[src/rtl/uart_rx_core_if.sv]
// uart_rx_core_if: serial input line and received-byte outputs of uart_rx_core.
interface uart_rx_core_if;
  logic       rx;
  logic [7:0] data_out;
  logic       valid;
  logic       frame_err;
  modport master (output rx, input data_out, valid, frame_err);
  modport slave (input rx, output data_out, valid, frame_err);
endinterface

[src/rtl/uart_rx_core.sv]
// uart_rx_core: 8N1 UART receiver, LSB first, mid-bit sampling.
// Define UART_RX_FRAME_CHECK_EN to flag a zero stop bit on frame_err instead of delivering the byte.
module uart_rx_core #(
  parameter int CLKS_PER_BIT = 434
) (
  input logic          clk,
  input logic          rst,
  uart_rx_core_if.slave u_if
);
  localparam int CW = $clog2(CLKS_PER_BIT);
  typedef enum logic [1:0] {IDLE, START, DATA, STOP} state_t;
  state_t        r_state, w_next;
  logic [CW-1:0] r_cnt;
  logic [2:0]    r_idx;
  logic [7:0]    r_shift, r_data;
  logic          r_rx1, r_rx2, r_valid, r_ferr;
  logic          w_half, w_full, w_clr, w_stop, w_load, w_ferr;
  assign w_half = r_cnt == CW'(CLKS_PER_BIT / 2 - 1);
  assign w_full = r_cnt == CW'(CLKS_PER_BIT - 1);
  assign w_clr  = r_state == IDLE || w_next != r_state || w_full;
  always_ff @(posedge clk)
    if (rst) r_state <= IDLE;
    else     r_state <= w_next;
  always_comb
    w_next = r_state == IDLE  ? (r_rx2 ? IDLE : START)
           : r_state == START ? (w_half ? (r_rx2 ? IDLE : DATA) : START)
           : r_state == DATA  ? ((w_full && r_idx == 3'd7) ? STOP : DATA)
           : (w_full ? IDLE : STOP);
  // Leaving STOP at mid stop bit lets a following start edge be caught on time.
  always_comb begin
    w_stop = r_state == STOP && w_full;
`ifdef UART_RX_FRAME_CHECK_EN
    w_load = w_stop && r_rx2;
    w_ferr = w_stop && !r_rx2;
`else
    w_load = w_stop;
    w_ferr = 1'b0;
`endif
  end
  always_ff @(posedge clk)
    if (rst) begin
      r_rx1   <= 1'b1;
      r_rx2   <= 1'b1;
      r_cnt   <= '0;
      r_idx   <= '0;
      r_shift <= '0;
      r_data  <= '0;
      r_valid <= 1'b0;
      r_ferr  <= 1'b0;
    end else begin
      r_rx1   <= u_if.rx;
      r_rx2   <= r_rx1;
      r_cnt   <= w_clr ? '0 : r_cnt + 1'b1;
      r_idx   <= r_state != DATA ? 3'd0 : r_idx + 3'(w_full);
      if (r_state == DATA && w_full) r_shift[r_idx] <= r_rx2;
      if (w_load) r_data <= r_shift;
      r_valid <= w_load;
      r_ferr  <= w_ferr;
    end
  assign u_if.data_out  = r_data;
  assign u_if.valid     = r_valid;
  assign u_if.frame_err = r_ferr;
endmodule

[src/flat_wrapper.sv]
// flat-port wrapper written by rule: the top's interface ports become plain ports
module uart_rx_core_flat 
#(
  parameter int CLKS_PER_BIT = 434
)
  (clk, rst, u_if_rx, u_if_data_out, u_if_valid, u_if_frame_err);
  uart_rx_core_if u_if_i ();
  input logic clk;
  input logic rst;
  input wire logic [$bits(u_if_i.rx)-1:0] u_if_rx;
  output wire logic [$bits(u_if_i.data_out)-1:0] u_if_data_out;
  output wire logic [$bits(u_if_i.valid)-1:0] u_if_valid;
  output wire logic [$bits(u_if_i.frame_err)-1:0] u_if_frame_err;
  assign u_if_i.rx = u_if_rx;
  assign u_if_data_out = u_if_i.data_out;
  assign u_if_valid = u_if_i.valid;
  assign u_if_frame_err = u_if_i.frame_err;
  uart_rx_core #(.CLKS_PER_BIT(CLKS_PER_BIT)) u_core (.clk(clk), .rst(rst), .u_if(u_if_i));
endmodule
[config.mk]
export PLATFORM = sky130hd
export DESIGN_NAME = uart_rx_core_flat
export DESIGN_NICKNAME = d
export VERILOG_FILES = /design/src/rtl/uart_rx_core_if.sv /design/src/rtl/uart_rx_core.sv /design/src/flat_wrapper.sv
export SDC_FILE = /design/constraint.sdc
export NUM_CORES = 1
export LEC_CHECK = 0
export ABC_AREA = 1
export CAP_MARGIN = 25
export CORE_UTILIZATION = 45
export CTS_CLUSTER_SIZE = 20
export DETAILED_ROUTE_END_ITERATION = 16
export GPL_TIMING_DRIVEN = 0
export PLACE_DENSITY = 0.65
export SYNTH_ARGS = -nofsm -noshare
export SYNTH_HDL_FRONTEND = slang
export SYNTH_SLANG_ARGS = --single-unit
export TNS_END_PERCENT = 5
[constraint.sdc]
create_clock -name clk -period 1.38 [get_ports clk]
set_input_delay 0.414 -clock clk [delete_from_list [all_inputs] [get_ports clk]]
set_output_delay 0.414 -clock clk [all_outputs]
set_load 0.02 [all_outputs]
Word-level counts from Yosys, hierarchy flattened
Index checks and enable logic that the tools add are counted.
{"block": "word_totals", "rom_bits": 0, "inputBits": 3, "ff_bits": 33, "output_inout_bits": 10, "ram_bits": 0, "mem_count": 0, "latchBits": 0}
{"block": "classes", "n_eq_ne": 8, "shift": 0, "muxes": 11, "n_lt_le_gt_ge": 2, "n_bitwise": 0, "n_reduce_logical": 9, "addsub": 2, "div": 0, "n_mul": 0}
{"operator": "$mux W2", "count": 6}
{"operator": "$add A9 B1 Y9 const B", "count": 1}
{"operator": "$eq A9 B8 Y1 const B", "count": 1}
{"operator": "$eq A9 B9 Y1 const B", "count": 1}
{"operator": "$bwmux W8", "count": 1}
{"operator": "$eq A2 B2 Y1 const B", "count": 2}
{"operator": "$logic_and A1 B1 Y1", "count": 4}
{"operator": "$lt A3 B4 Y1 const B", "count": 1}
{"operator": "$reduce_or A2 Y1", "count": 2}
{"operator": "$add A3 B1 Y3", "count": 1}
{"operator": "$demux W1 S3", "count": 1}
{"operator": "$eq A3 B3 Y1 const B", "count": 1}
{"operator": "$ge A3 B1 Y1 const B", "count": 1}
{"operator": "$mux W1", "count": 3}
{"operator": "$eq A2 B1 Y1 const B", "count": 1}
{"operator": "$logic_not A2 Y1", "count": 1}
{"operator": "$logic_or A1 B1 Y1", "count": 2}
{"operator": "$ne A2 B2 Y1", "count": 1}
{"operator": "$ne A2 B2 Y1 const B", "count": 1}

Logic depth before layout (Yosys ltp)
{"block": "logic_depth", "depth_word": 10, "depth_mapped": 11, "ltp_nobuf": 11}

Worst setup path after synthesis
Ideal clock, no wire load.
{"block": "synth_timing", "path_type": "register to register", "startpoint": "register u_core.r_cnt[0]", "endpoint": "register u_core.r_cnt[0]", "slack_ns": -0.048, "stages_incl_launch_ff": 11, "setup_ns": 0.117, "arrival_time_ns": 1.312, "path_buffers": 0, "synth_period_minus_slack_ns": 1.428, "required_time_ns": 1.263, "cell_sequence": "dfxtp_1 ha_1 nand2_1 nor2_4 nand3_1 nand2_1 nand3_1 nand2_1 inv_2 nand2_4 nor2_2"}
{"block": "synth_via", "elab_chain_cells": 10, "word_cells_on_any_way": 14, "cone_classes": "add/sub (1); eq/ne (3); mux (6); reduce/logical (4)"}
{"item": "from (decl)", "line": "uart_rx_core.sv:13", "text": "logic [CW-1:0] r_cnt;"}
{"item": "from (signal assigned)", "line": "uart_rx_core.sv:53", "text": "r_cnt <= w_clr ? '0 : r_cnt + 1'b1;"}
{"item": "$eq A9 B9 Y1", "line": "uart_rx_core.sv:19", "text": "assign w_full = r_cnt == CW'(CLKS_PER_BIT - 1);"}
{"item": "$logic_and A1 B1 Y1", "line": "uart_rx_core.sv:27", "text": ": r_state == DATA ? ((w_full && r_idx == 3'd7) ? STOP : DATA)"}
{"item": "$mux W1", "line": "uart_rx_core.sv:27"}
{"item": "$mux W2", "line": "uart_rx_core.sv:27"}
{"item": "$mux W2", "line": "uart_rx_core.sv:26", "text": ": r_state == START ? (w_half ? (r_rx2 ? IDLE : DATA) : START)"}
{"item": "$mux W2", "line": "uart_rx_core.sv:25", "text": "w_next = r_state == IDLE ? (r_rx2 ? IDLE : START)"}
{"item": "$ne A2 B2 Y1", "line": "uart_rx_core.sv:20", "text": "assign w_clr = r_state == IDLE || w_next != r_state || w_full;"}
{"item": "$logic_or A1 B1 Y1 (2 in series)", "line": "uart_rx_core.sv:20"}
{"item": "$reduce_or A2 Y1 (no source line)"}
Several ways; a longest one is shown, not always the timed one.
A chain may end at the register's enable or synchronous reset.

Final worst setup path
{"block": "layout_timing", "startpoint": "register u_core.r_cnt[1]", "endpoint": "register u_core.r_cnt[8]"}
The elaborated chain is that of the path after synthesis.

==> flow_summary.toml <==
[status]
status = "finished with violations"
violations = "setup timing"

[finish]
antennaDiodeCount = 0
multi_input_area_um2 = 897
stdcell_area_um2 = 1890
layout_common_cells = "37 x nor2_1, 28 x dfxtp_1, 22 x nand2_1"
syn_to_final_growth_pct = 22.9
drive_gt1_share_pct = 32.6
post-route-util_pct = 60.0
regArea_um2 = 669
finalNetCount = 231
fin_cells = 268
layout_commonest_cell = "nor2_1"
fillers = 316

[grt]
grt_usage_pct = 20.6
grt_pass1_wl_um = 5400
gr-total-overflow = 0
grt_max_degree = 11
grt_pass1_vias = 1241
grt_antenna_before_repair = 0

[routing]
dr_total_vias = 1302
ant_nets = 0
wire_per_inst_um = 11.7
viasPerCell = 4.86
drc = 0
drtPass1Iterations = 4
drtIter0Drc = 50
routed_wl_um = 3140

[yosys]
postSynthAreaPerCell_um2 = 7.62
synth_top_area_cell = "dfxtp_1"
syn_nets = 210
synth.cell_area_um2 = 1540
ys_warn_count = 0
seq_area_frac_synth_pct = 42.9
ys_seq_elements = 33
synth_top_area_share_pct = 42.9
netlist_instances = 202
synth_area_leaders = "dfxtp_1 43%, nor2_1 10%, nand2_1 6.1%"
ys_types = 26

[clock_tree]
clkLatencyLatePin_ns = 0.34
cts-root-buf = "clkbuf_4"
numCtsBuffers = 5
htreeDepth = 2
hold_buffers = 0
cts_sinks = 33
path_clk_slew_ns = 0.10
cts_tree = "built"
cts_buffer_depth = 2

[pwr]
peakVddDrop_mv = 0.491
power_density_nw_per_um2 = 949
p_leak_nw = 0.756

[place]
dp.cells = 257
io_buffers = 11
detailed_place_hpwl_um = 2140
routabilityCongestion = 0.835
dpl_cell_area_um2 = 1750

[sta]
fmax_ghz = 0.689
fin_ws_ns = -0.0721
slew_viol_final = 0
setup_viol = 18
fin_hold_ws_ns = 0.423
finalCriticalPeriod_ns = 1.45
fin_crit_sh_pct = 105
final_hold_viol_count = 0
fin_skew_ns = 0.00813
rsz0062_at_grt = "true"

[worst_hold_path]
hp-class = "reg2reg"
min_from = "u_core.r_rx1$_SDFF_PP1_"

[floorplanning]
ioPinCount = 13
rows = 20
initial_utilization_pct = 48.8
core_area_um2 = 3150
die_h_um = 60.5
die_area_um2 = 3660
die_w_um = 60.5

[worst_setup_path]
r2r-start = "u_core.r_cnt[1]$_SDFF_PP0_"
worst-endpoint-arrival_ns = 1.68
cp-start-kind = "register"
worstSetupEndpointType = "register"
worstSetupPathType = "reg2reg"
worstPathRequired_ns = 1.61
crit_path_start = "u_core.r_cnt[1]$_SDFF_PP0_"
worstPathMaxFanout = 4

[flow_run]
maxCapViolCount = 0
[worst paths after layout]
path	to	slack, ns	cells after the start
setup / recovery	u_core.r_cnt[8]$_SDFF_PP0_	-0.07	11
hold / removal	u_core.r_rx2$_SDFF_PP1_	0.42	1
setup reg to reg	u_core.r_cnt[8]$_SDFF_PP0_	-0.07	11
hold reg to reg	u_core.r_rx2$_SDFF_PP1_	0.42	1
[power breakdown]
group / switching (mW) / internal (mW) / leakage [nW]
Sequential: 0.00325 / 0.956 / 0.269
Clock: 0.330 / 0.433 / 0.0455
Combinational: 0.0468 / 0.0277 / 0.441
Total: 0.380 / 1.42 / 0.756
[synthesized netlist by cell type, drive strengths merged]
cell	n
buf	2
nand3	16
a21oi	10
nor4	2
nand2	29
conb	1
xor2	6
or2	2
clkinv	1
nand4	1
inv	22
nor3	3
dfxtp	33
clkbuf	1
nor2	57
o21ai	9
ha	5
xnor2	2
[cell type report]
type | count | area share, %
Timing Repair Buffer | 13 | 4.23
Clock buffer | 7 | 2.91
Inverter | 23 | 4.56
Sequential cell | 33 | 35.4
Tap cell | 44 | 2.91
Buffer | 3 | 1.06
Multi-Input combinational cell | 144 | 47.4
Clock inverter | 1 | 1.59
[what timing repair did]
action | CTS | global route
setup endpoints to repair | 36 | 35
gates cloned | 1 | 0
buffers inserted | 2 | 0
pin swaps | 11 | 2
resized for setup | 44 | 15
[per-layer routing]
layer  global-route usage (%)  vias to the layer above  wire (um)
li1                         -                      673          -
met1                     26.0                      602       1510
met2                     33.8                       20       1470
met3                     7.04                        7        127
met4                     5.84                        0         39
met5                        0                        -          0
[worst max-delay path, stage by stage, from the launching register on]
cell and delay, ns:
dfxtp_2 0.34, inv_2 0.07, ha_4 0.14, nand2_4 0.05, nor2_4 0.17, nand3_2 0.14
nand2_2 0.11, nand3_2 0.05, nand2_1 0.07, inv_2 0.07, nand2_4 0.10, nor2_2 0.04
[per-stage QoR]
step	setup TNS [ns]	setup WS (ns)	power [mW]
6_report	-0.738	-0.0721	1.80
5_1_grt	-3.60	-0.188	1.87
4_1_cts	-0.856	-0.0771	1.82
3_5_place_dp	-9.93	-0.529	1.04
3_3_place_gp	-10.85	-0.558	1.04
2_1_floorplan	0	0.0110	1.02
[kinds of logic (layout without fill, tap and decap cells)]
group / after synthesis / after routing / synth area share [%]
AO/OA/AOI/OAI: 19 / 19 / 6.17
XOR/XNOR: 8 / 8 / 4.55
adder cells (fa/ha/maj): 5 / 5 / 4.06
buffers and inverters: 26 / 47 / 6.66
flip-flops: 33 / 33 / 42.9
other: 1 / 1 / 0.243
AND/OR/NAND/NOR: 110 / 111 / 35.4
[flip-flops by register name, summed over array words and instances, names as in the netlist]
register and cells:
u_core.r_state 2, u_core.r_shift 8, u_core.r_rx2 1, u_core.u_if.data_out 8, u_core.r_rx1 1, u_core.u_if.valid 1
u_core.r_cnt 9, u_core.r_idx 3
(Power assumes the default switching activity.)
